<file path="src/rtl/fifo_rd_stream.sv">
// fifo_rd_stream: turns a synchronous FIFO read port (one-cycle read latency)
// into a valid/ready stream through a 2-entry skid buffer (head, tail).
// m_data comes straight from the head register. fifo_rd_en is the only
// combinational output; it depends on m_ready through the pop term.
//
// Handshake: a word moves downstream on every edge where m_valid and m_ready
// are both 1. m_valid never drops and m_data never changes while m_valid=1 and
// m_ready=0. Upstream, a word is popped on each edge with fifo_rd_en=1 and is
// present on fifo_rd_data during the following cycle, when r_inflight=1.
//
// Optional feature: define FIFO_RD_STREAM_STATS_EN to add the xfer_cnt output.
// It is a 32-bit count of accepted stream words that wraps at the top, is
// cleared by reset and is cleared by flush.
module fifo_rd_stream #(
  parameter int WIDTH = 32
) (
  input  logic             clk,
  input  logic             rst_n,
  input  logic             fifo_empty,
  input  logic [WIDTH-1:0] fifo_rd_data,
  output logic             fifo_rd_en,
  input  logic             flush,
  output logic             m_valid,
  input  logic             m_ready,
  output logic [WIDTH-1:0] m_data
`ifdef FIFO_RD_STREAM_STATS_EN
  ,
  output logic [31:0]      xfer_cnt
`endif
);

  // The occupancy of the output buffer is the state of this block.
  localparam logic [1:0] S_EMPTY = 2'd0;
  localparam logic [1:0] S_ONE   = 2'd1;
  localparam logic [1:0] S_TWO   = 2'd2;

  logic [1:0]       r_occ;
  logic [1:0]       w_occ_nxt;
  logic             r_inflight;
  logic             r_rst_done;
  logic [WIDTH-1:0] r_head;
  logic [WIDTH-1:0] r_tail;
  logic             w_pop;
  logic [2:0]       w_level;
  logic             w_post_pop_empty;

  assign m_valid = (r_occ != S_EMPTY);
  assign m_data  = r_head;
  assign w_pop   = m_valid & m_ready;

  // w_level is the word count after this edge: buffered plus arriving minus
  // leaving. A pop implies occ >= 1, so this cannot go negative. Reads are
  // issued only while it is below 2, so occ + inflight never exceeds 2.
  assign w_level = {1'b0, r_occ} + {2'b00, r_inflight} - {2'b00, w_pop};

  // The head slot is the target for an arriving word when it is free after this edge's pop.
  assign w_post_pop_empty = (r_occ == S_EMPTY) | ((r_occ == S_ONE) & w_pop);

  // Pop request: gated until the first edge after reset release, and by flush.
  assign fifo_rd_en = r_rst_done & ~fifo_empty & ~flush & (w_level < 3'd2);

  // Next-occupancy selection; flush discards everything, including a pop.
  always_comb begin
    w_occ_nxt = r_occ;
    if (flush) begin
      w_occ_nxt = S_EMPTY;
    end else begin
      case (w_level)
        3'd0:    w_occ_nxt = S_EMPTY;
        3'd1:    w_occ_nxt = S_ONE;
        default: w_occ_nxt = S_TWO;
      endcase
    end
  end

  // Occupancy, in-flight flag and the reset-release qualifier.
  always_ff @(posedge clk or negedge rst_n) begin
    if (!rst_n) begin
      r_occ      <= S_EMPTY;
      r_inflight <= 1'b0;
      r_rst_done <= 1'b0;
    end else begin
      r_occ      <= w_occ_nxt;
      r_inflight <= fifo_rd_en;
      r_rst_done <= 1'b1;
    end
  end

  // Buffer data path: shift tail into head on a pop from TWO, and place an
  // arriving word in head if head is free after the pop, otherwise in tail.
  // While flush is high, the buffer holds its contents and no word is captured.
  always_ff @(posedge clk or negedge rst_n) begin
    if (!rst_n) begin
      r_head <= '0;
      r_tail <= '0;
    end else if (!flush) begin
      if (w_pop && (r_occ == S_TWO)) begin
        r_head <= r_tail;
      end
      if (r_inflight) begin
        if (w_post_pop_empty) begin
          r_head <= fifo_rd_data;
        end else begin
          r_tail <= fifo_rd_data;
        end
      end
    end
  end

`ifdef FIFO_RD_STREAM_STATS_EN
  logic [31:0] r_xfer_cnt;

  // Count accepted stream words; wraps naturally and is cleared by flush.
  always_ff @(posedge clk or negedge rst_n) begin
    if (!rst_n) begin
      r_xfer_cnt <= 32'd0;
    end else if (flush) begin
      r_xfer_cnt <= 32'd0;
    end else if (w_pop) begin
      r_xfer_cnt <= r_xfer_cnt + 32'd1;
    end
  end

  assign xfer_cnt = r_xfer_cnt;
`endif

endmodule
</file>
<file path="config.mk">
export PLATFORM = sky130hd
export DESIGN_NAME = fifo_rd_stream
export DESIGN_NICKNAME = d
export VERILOG_FILES = /design/src/rtl/fifo_rd_stream.sv
export SDC_FILE = /design/constraint.sdc
export NUM_CORES = 1
export LEC_CHECK = 0
export BUFFER_PORTS_ARGS = -buffer_cell sky130_fd_sc_hd__buf_2
export CELL_PAD_IN_SITES_DETAIL_PLACEMENT = 2
export CELL_PAD_IN_SITES_GLOBAL_PLACEMENT = 2
export CORE_MARGIN = 3
export CORE_UTILIZATION = 36
export DETAILED_ROUTE_END_ITERATION = 10
export GPL_TIMING_DRIVEN = 0
export PLACE_DENSITY = 0.8
export SYNTH_ARGS = -nofsm -noshare
export SYNTH_HDL_FRONTEND = slang
export SYNTH_SLANG_ARGS = --single-unit
</file>
<file path="constraint.sdc">
create_clock -name clk -period 2.45 [get_ports clk]
set_input_delay 0.1225 -clock clk [delete_from_list [all_inputs] [get_ports clk]]
set_output_delay 0.1225 -clock clk [all_outputs]
set_load 0.03 [all_outputs]
</file>
### After elaboration in Yosys (flattened, before gate mapping)

Cells that the tools add are included.

* register bits: 68

* add/sub/neg operators: 2
* order comparisons: 1
* equality and inequality tests: 3
* multiplexer cells: 5
* bitwise operators: 9
* reductions and logical operators: 5

Operator list (number)
* two-way mux 32 bit: 3
* bitwise AND 1 bit: 5
* case mux 2 bit (2 select lines): 1
* adder 2 x 1 -> 3 bit: 1
* equality test 3 x 1 -> 1 bit, second input constant: 1
* zero test 3 bit: 1
* < comparator 3 x 2 -> 1 bit, second input constant: 1
* inverter 1 bit: 3
* AND reduction 3 bit: 1
* subtractor 3 x 1 -> 3 bit: 1
* equality test 2 x 1 -> 1 bit, second input constant: 1
* equality test 2 bit, second input constant: 1
* zero test 2 bit: 1
* two-way mux 2 bit: 1
* nonzero test 2 bit: 1
* logical AND 1 bit: 1
* OR 1 bit: 1

### Logic depth before layout (Yosys ltp)

Gate-level depths: netlist (run 1).

* word-level depth: 6
* gate-level depth with buffers: 8

### Least setup slack after synthesis (run 1)

Ideal clock, no wire load.

* kind: register -> register
* start: reg r_occ[1]
* end: reg r_inflight
* arrival: 1.977 ns
* setup slack: 0.343 ns
* stages on the path, launching flop included: 9
* buffers on the path: 0
* period minus slack after synthesis: 2.107 ns
* path through: dfrtp_1 > o21ai_0 > or2_2 > nand2_1 > ha_1 > fa_1 > xnor2_1 > nor3_1 > and3b_1

* longest elaborated chain between the ends: 5
* elaborated cells between the ends (all ways): 6
* classes of those cells: 2 x add/sub; 1 x order compare; 2 x bitwise; 1 x reduce/logical

RTL lines
* start, declared: line 37 `logic [1:0] r_occ;`
* start signal, assigned: line 83 `r_occ <= w_occ_nxt;`
* branches (longest 2 deep; another with adder 2 x 1 -> 3 bit)
* subtractor 3 x 1 -> 3 bit *: line 54 `assign w_level = {1'b0, r_occ} + {2'b00, r_inflight} - {2'b00, w_pop};`
* < comparator 3 x 2 -> 1 bit *: line 60 `assign fifo_rd_en = r_rst_done & ~fifo_empty & ~flush & (w_level < 3'd2);`
* bitwise AND 1 bit *: line 60
* named net fifo_rd_en: line 21 `output logic fifo_rd_en,`
* end signal, assigned: line 84 `r_inflight <= fifo_rd_en;`
* end, declared: line 39 `logic r_inflight;`

Mark *: on every way through the listed nets, which the timed path passes.
A chain may end at the register's enable or synchronous reset.

### Worst setup path in the final report (run 1)

* start: reg r_occ[0]
* end: out fifo_rd_en

* longest elaborated chain between the ends: 5
* elaborated cells between the ends (all ways): 6
* classes of those cells: 2 x add/sub; 1 x order compare; 2 x bitwise; 1 x reduce/logical

RTL lines (line)
* branches (longest 2 deep; another with adder 2 x 1 -> 3 bit)
* subtractor 3 x 1 -> 3 bit *: 54
* < comparator 3 x 2 -> 1 bit *: 60
* bitwise AND 1 bit *: 60
* end, declared: 21

Mark *: on every way between the ends.

==> results of run 1 <==
==> cells by family (layout without fill, tap and decap cells) <==
family                   count (synthesis)  count (layout)
AND/OR/NAND/NOR                         45              45
multiplexers                            32              32
buffers and inverters                   14             106
flip-flops                              68              68
adder cells (fa/ha/maj)                  2               2
XOR/XNOR                                 1               1
other                                    1               1
AO/OA/AOI/OAI                           35              35
==> metal layers <==
| metal | routed length [um] | track usage |
|---|---|---|
| met4 | 115 | 0.0685 |
| met1 | 2930 | 0.204 |
| met5 | 18 | 0 |
| met2 | 3590 | 0.296 |
| met3 | 358 | 0.0410 |
==> cell usage in the layout (no fill, tap or decap), types with 2 or more instances in the layout <==
cell type,count
mux2_1,20
nor2_1,2
mux2_2,12
a221o_1,32
buf_6,8
dfrtp_1,68
dlygate4sd3_1,2
clkbuf_1,3
clkbuf_8,9
clkinv_2,3
buf_2,68
buf_4,8
and2_1,33
bufinv_16,2
==> cells in the mapped netlist <==
library cell	number	share of area
a31oi_4	1	0.0074
and4bb_4	1	0.0057
buf_6	7	0.027
nor2b_4	1	0.0048
and3b_1	1	0.0031
nand2_1	2	0.0026
mux2_1	20	0.078
ha_1	1	0.0044
buf_4	3	0.0078
fa_1	1	0.0070
nand2b_1	1	0.0022
o21ai_0	1	0.0017
or2_2	2	0.0044
nor3_1	1	0.0017
and2_1	33	0.072
xnor2_1	1	0.0031
dfrtp_1	68	0.59
a21bo_2	1	0.0035
nor2_1	2	0.0026
clkbuf_1	3	0.0039
conb_1	1	0.0013
inv_2	1	0.0013
mux2_2	12	0.047
and3_1	1	0.0022
a221o_1	32	0.11
==> worst max-delay path by stage <==
| stage | startpoint | endpoint | slack, ns | depth (start not counted) |
|---|---|---|---|---|
| 6_report | r_occ[0] | fifo_rd_en | 0.02 | 9 |
| 5_1_grt | r_occ[0] | fifo_rd_en | -0.11 | 9 |
| 4_1_cts | r_occ[1] | fifo_rd_en | 0.003 | 8 |
| 3_5_place_dp | r_occ[1] | fifo_rd_en | 0.10 | 9 |
| 3_3_place_gp | r_occ[1] | fifo_rd_en | 0.21 | 9 |
| 2_1_floorplan | r_occ[1] | r_inflight | 0.34 | 8 |
==> per-stage QoR <==
step                utilization  hold slack, ns  TNS (ns)  instance area [um^2]  setup WS, ns
floorplan                     -          -0.173         0                  2870         0.343
global placement          0.447           0.354         0                  3340         0.209
detailed placement        0.447           0.297         0                  3350         0.104
CTS                       0.487         0.00139         0                  3650       0.00302
global route              0.491         0.00456    -0.105                  3670        -0.105
finish                    0.491          0.0140         0                  3670        0.0224
==> layout make-up <==
class                   instances  area, um^2  share of cell area
plain buffers                  13         113              0.0307
clock buffers                   9         124              0.0337
repair buffers                 76         409               0.111
multi-input cells             116        1110               0.301
clock inverters                 7        91.3              0.0249
flip-flops and latches         68        1700               0.463
inverters                       1        3.75             0.00102
well taps                      99         124              0.0337
==> state kept, by name, indices dropped and copies added, names as in the netlist <==
register,flops
r_occ,2
m_data,32
r_tail,32
r_inflight,1
r_rst_done,1
==> repair_timing <==
| item | 4_1_cts | 5_1_grt |
|---|---|---|
| buffers inserted | 3 | 1 |
| endpoints found under the setup margin | 1 | 1 |
| endpoints found under the hold margin | 69 | 0 |
| gates resized for setup | 11 | 3 |
| hold buffers | 2 | 0 |
| pin swaps | 5 | 5 |
==> report_power, final <==
| group | total (W) | switching (W) | internal [W] | leakage [nW] |
|---|---|---|---|---|
| clock network | 0.00101 | 0.000441 | 0.000569 | 0.109 |
| registers | 0.00175 | 0.000211 | 0.00153 | 0.908 |
| logic | 0.00146 | 0.000820 | 0.000637 | 0.884 |
==> out/metrics.yaml, run 1 <==
power:
  finalPower_w: 0.00421
  p_leak_nw: 1.90
  powerDensity_nw_per_um2: 1150
  ir_worst_vdd_v: 0.000351
min_path:
  min_from: "fifo_rd_data[1]"
  holdPathEnd: "r_tail[1]"
  hp-class: "in -> reg"
  min_delay_path_depth: 2
detailed_routing:
  drc_errors: 0
  viasPerCell: 5.12
  wire_per_inst_um: 18.0
  vias: 1992
  drt_pre_antenna_iters: 4
  antenna_left: 0
  wirelength_um: 7010
  drt_iter0_markers: 41
critical_path:
  critPathTopFamily: "simple AND/OR/NAND/NOR gates"
  critPathArrivalTime_ns: 2.31
  startpoint_type: "flop"
  path_class: "reg -> out"
  path_buf_inv: 1
  endpoint_kind: "output port"
  reg2reg_to: "r_occ[0]"
  crit_required_ns: 2.33
  r2r_cells: 9
  rrSetupSlack_ns: 0.52
  crit_path_top_delay_cell: "dfrtp_1"
  path_cells: "o21ai_2 -> or2_4 -> nand2_4 -> ha_4 -> fa_2 -> xnor2_4 -> nor3_2 -> and3b_2 -> buf_6"
  cp_max_fo: 2
  cpPeakStageDelay_ns: 0.40
  r2r_start: "r_occ[0]"
cts:
  clk_pin_slew_ns: 0.08
  cts_buffer_depth: 2
  cts_tree: "done"
  clk_latency_ns: 0.34
  cts-buffers-inserted: 9
  cts_max_level: 3
  cts-root-buf: "clkbuf_8"
  clock-sinks: 68
grt:
  grt_pass1_wl_um: 11500
  grt_overflow_total: 0
  grt_pass1_vias: 2256
  track_usage: 0.171
  antenna_found_initial: 1
  grt_max_degree: 69
synthesis:
  synth_top_family_by_area: "multiplexers"
  synth-seq-cells: 68
  synth_cells: 198
  synthSimpleGateAreaFrac: 0.101
  ys_warn_count: 0
  synth_xor_area_frac: 0.00305
  ys_seq_area_frac: 0.593
  syn_area_um2: 2870
  synth_area_per_cell_um2: 14.5
  syn_nets: 237
  synth_compound_area_frac: 0.124
  synthMuxAreaShare: 0.126
  ys_types: 25
  synthAdderAreaFrac: 0.0113
final_layout:
  area_growth_pct: 27.9
  layoutNonFillerInstCount: 389
  num_antenna_cells: 0
  drive_gt1_frac: 0.434
  final_nets: 324
  fill_cells: 741
timing:
  clock_skew_ns: 0.00801
  max_clock_freq_ghz: 0.412
  hold_viol: 0
  period_minus_slack_ns: 2.43
  rsz0062_at_grt: "yes"
  slew_violations: 0
  tightest_slew_ns: 0.872
  post-route-period-util: 0.991
  timing.slew.headroom: 0.419
  setup_viol: 0
place:
  gp_routability_congestion: 0.684
  dpl.cell_count: 367
  dp_hpwl_um: 4840
  port_buffers: 70
floorplan:
  die_h_um: 95.3
  die_x_um: 95.3
  start_util: 0.383
  design.die.area_um2: 9080
  io-pin-count: 71
  core_um2: 7490
  fp-row-count: 31
flow_run:
  cap_violations: 0
status:
  status: "finished clean"
(Power assumes the default switching activity.)
==> run 2, diff against run 1 <==
CTS_CLUSTER_SIZE = 25   (was not set)
PLACE_DENSITY = not set   (was 0.8)
PLACE_DENSITY_LB_ADDON = 0.1   (was not set)
==> out/metrics.yaml, run 2 (synthesis gave the netlist of run 1 again) <==
critical_path:
  path_buf_inv: 1
  crit_required_ns: 2.33
  path_class: "reg -> out"
  cpPeakStageDelay_ns: 0.40
  cp_max_fo: 2
  startpoint_type: "flop"
  endpoint_kind: "output port"
  critPathTopFamily: "adder cells"
  path_cells: "o21ai_2 -> or2_4 -> nand2_4 -> ha_4 -> fa_2 -> xnor2_2 -> nor3_2 -> and3b_2 -> buf_6"
  critPathArrivalTime_ns: 2.27
  crit_path_top_delay_cell: "dfrtp_1"
floorplan:
  die_h_um: 95.3
  fp-row-count: 31
  io-pin-count: 71
  die_x_um: 95.3
  start_util: 0.383
  design.die.area_um2: 9080
  core_um2: 7490
final_layout:
  num_antenna_cells: 0
  layoutNonFillerInstCount: 395
  area_growth_pct: 27.9
  fin_util: 0.491
  mostFrequentLayoutCells: "buf_2 (68), dfrtp_1 (68), and2_1 (33), a221o_1 (32), mux2_1 (20)"
  final_nets: 330
  fill_cells: 746
  drive_gt1_frac: 0.432
place:
  gp_routability_congestion: 0.707
  port_buffers: 70
  dp_hpwl_um: 4780
  dpl.cell_count: 367
timing:
  tns_ns: 0
  setup_viol: 0
  hold_viol: 0
  rsz0062_at_grt: "yes"
  tightest_slew_ns: 0.873
  slew_violations: 0
  clock_skew_ns: 0.00860
  max_clock_freq_ghz: 0.418
  post-route-period-util: 0.977
  period_minus_slack_ns: 2.39
  timing.slew.headroom: 0.418
cts:
  clock-sinks: 68
  clk_latency_ns: 0.34
  cts_buffer_depth: 2
  cts_tree: "done"
  cts-root-buf: "clkbuf_8"
  cts_max_level: 3
  cts-buffers-inserted: 9
  clk_pin_slew_ns: 0.07
flow_run:
  cap_violations: 0
detailed_routing:
  vias: 2026
  antenna_left: 0
  drt_pre_antenna_iters: 4
  wirelength_um: 7150
  wire_per_inst_um: 18.1
  drc_errors: 0
  drt_iter0_markers: 68
  viasPerCell: 5.13
power:
  finalPower_w: 0.00403
  powerDensity_nw_per_um2: 1100
  ir_worst_vdd_v: 0.000367
  p_leak_nw: 1.91
min_path:
  hp-class: "in -> reg"
grt:
  grt_overflow_total: 0
  antenna_found_initial: 0
  grt_pass1_wl_um: 11600
  grt_max_degree: 69
  grt_pass1_vias: 2261
  track_usage: 0.170
status:
  status: "finished clean"
## run 2: cell types whose count changed in the layout (fill, tap and decap cells not counted), sizes merged
| cell | change |
|---|---|
| bufinv | -2 |
| clkbuf | +2 |
| dlygate4sd3 | +4 |
| buf | +2 |
## run 2: layer usage
layer  vias up  track usage  share of wire
met5         -            0              0
met4         0       0.0541          0.011
met3         7       0.0529          0.049
met2        48        0.285           0.50
met1      1059        0.208           0.44
li1        912            -              -
## run 2: repair_timing
action	4_1_cts	5_1_grt
setup endpoints to repair	1	1
buffers inserted	4	2
resized for setup	9	5
pin swaps	4	8
hold buffers	5	1
endpoints found under the hold margin	72	1
## run 2: worst paths after layout
| check | depth (start not counted) | slack (ns) | to | from |
|---|---|---|---|---|
| max in group asynchronous | 2 | 1.42 | r_tail[10] | rst_n |
| worst min register to register | 1 | 0.49 | r_tail[28] | r_tail[28] |
| worst max register to register | 8 | 0.54 | r_inflight | r_occ[0] |
| worst max-delay path | 9 | 0.06 | fifo_rd_en | r_occ[0] |
| min in group asynchronous | 2 | 0.43 | m_data[13] | rst_n |
| worst min-delay path | 2 | 0.02 | r_tail[27] | fifo_rd_data[27] |
## run 2: area by class of cell
class | instances | area, um^2 | area share
Sequential cell | 68 | 1700 | 0.463
Multi-Input combinational cell | 116 | 1100 | 0.299
Timing Repair Buffer | 82 | 464 | 0.126
Clock buffer | 11 | 141 | 0.0385
Tap cell | 99 | 124 | 0.0337
Buffer | 13 | 113 | 0.0307
Clock inverter | 5 | 27.5 | 0.00750
Inverter | 1 | 3.75 | 0.00102
## run 2: per-stage QoR
step	setup WS, ns	hold slack, ns	instance area, um^2
after global routing	-0.105	0.00200	3670
final	0.0556	0.0186	3670
after global placement	0.184	0.355	3340
after floorplan	0.343	-0.173	2870
after CTS	0.0260	0.000535	3630
after detailed placement	0.137	0.304	3350
## run 2: where the power goes
| group | internal [W] | switching [W] | leakage, nW |
|---|---|---|---|
| registers | 0.00153 | 0.000212 | 0.908 |
| logic | 0.000654 | 0.000817 | 0.909 |
| clock network | 0.000388 | 0.000426 | 0.0889 |
| total | 0.00258 | 0.00146 | 1.91 |
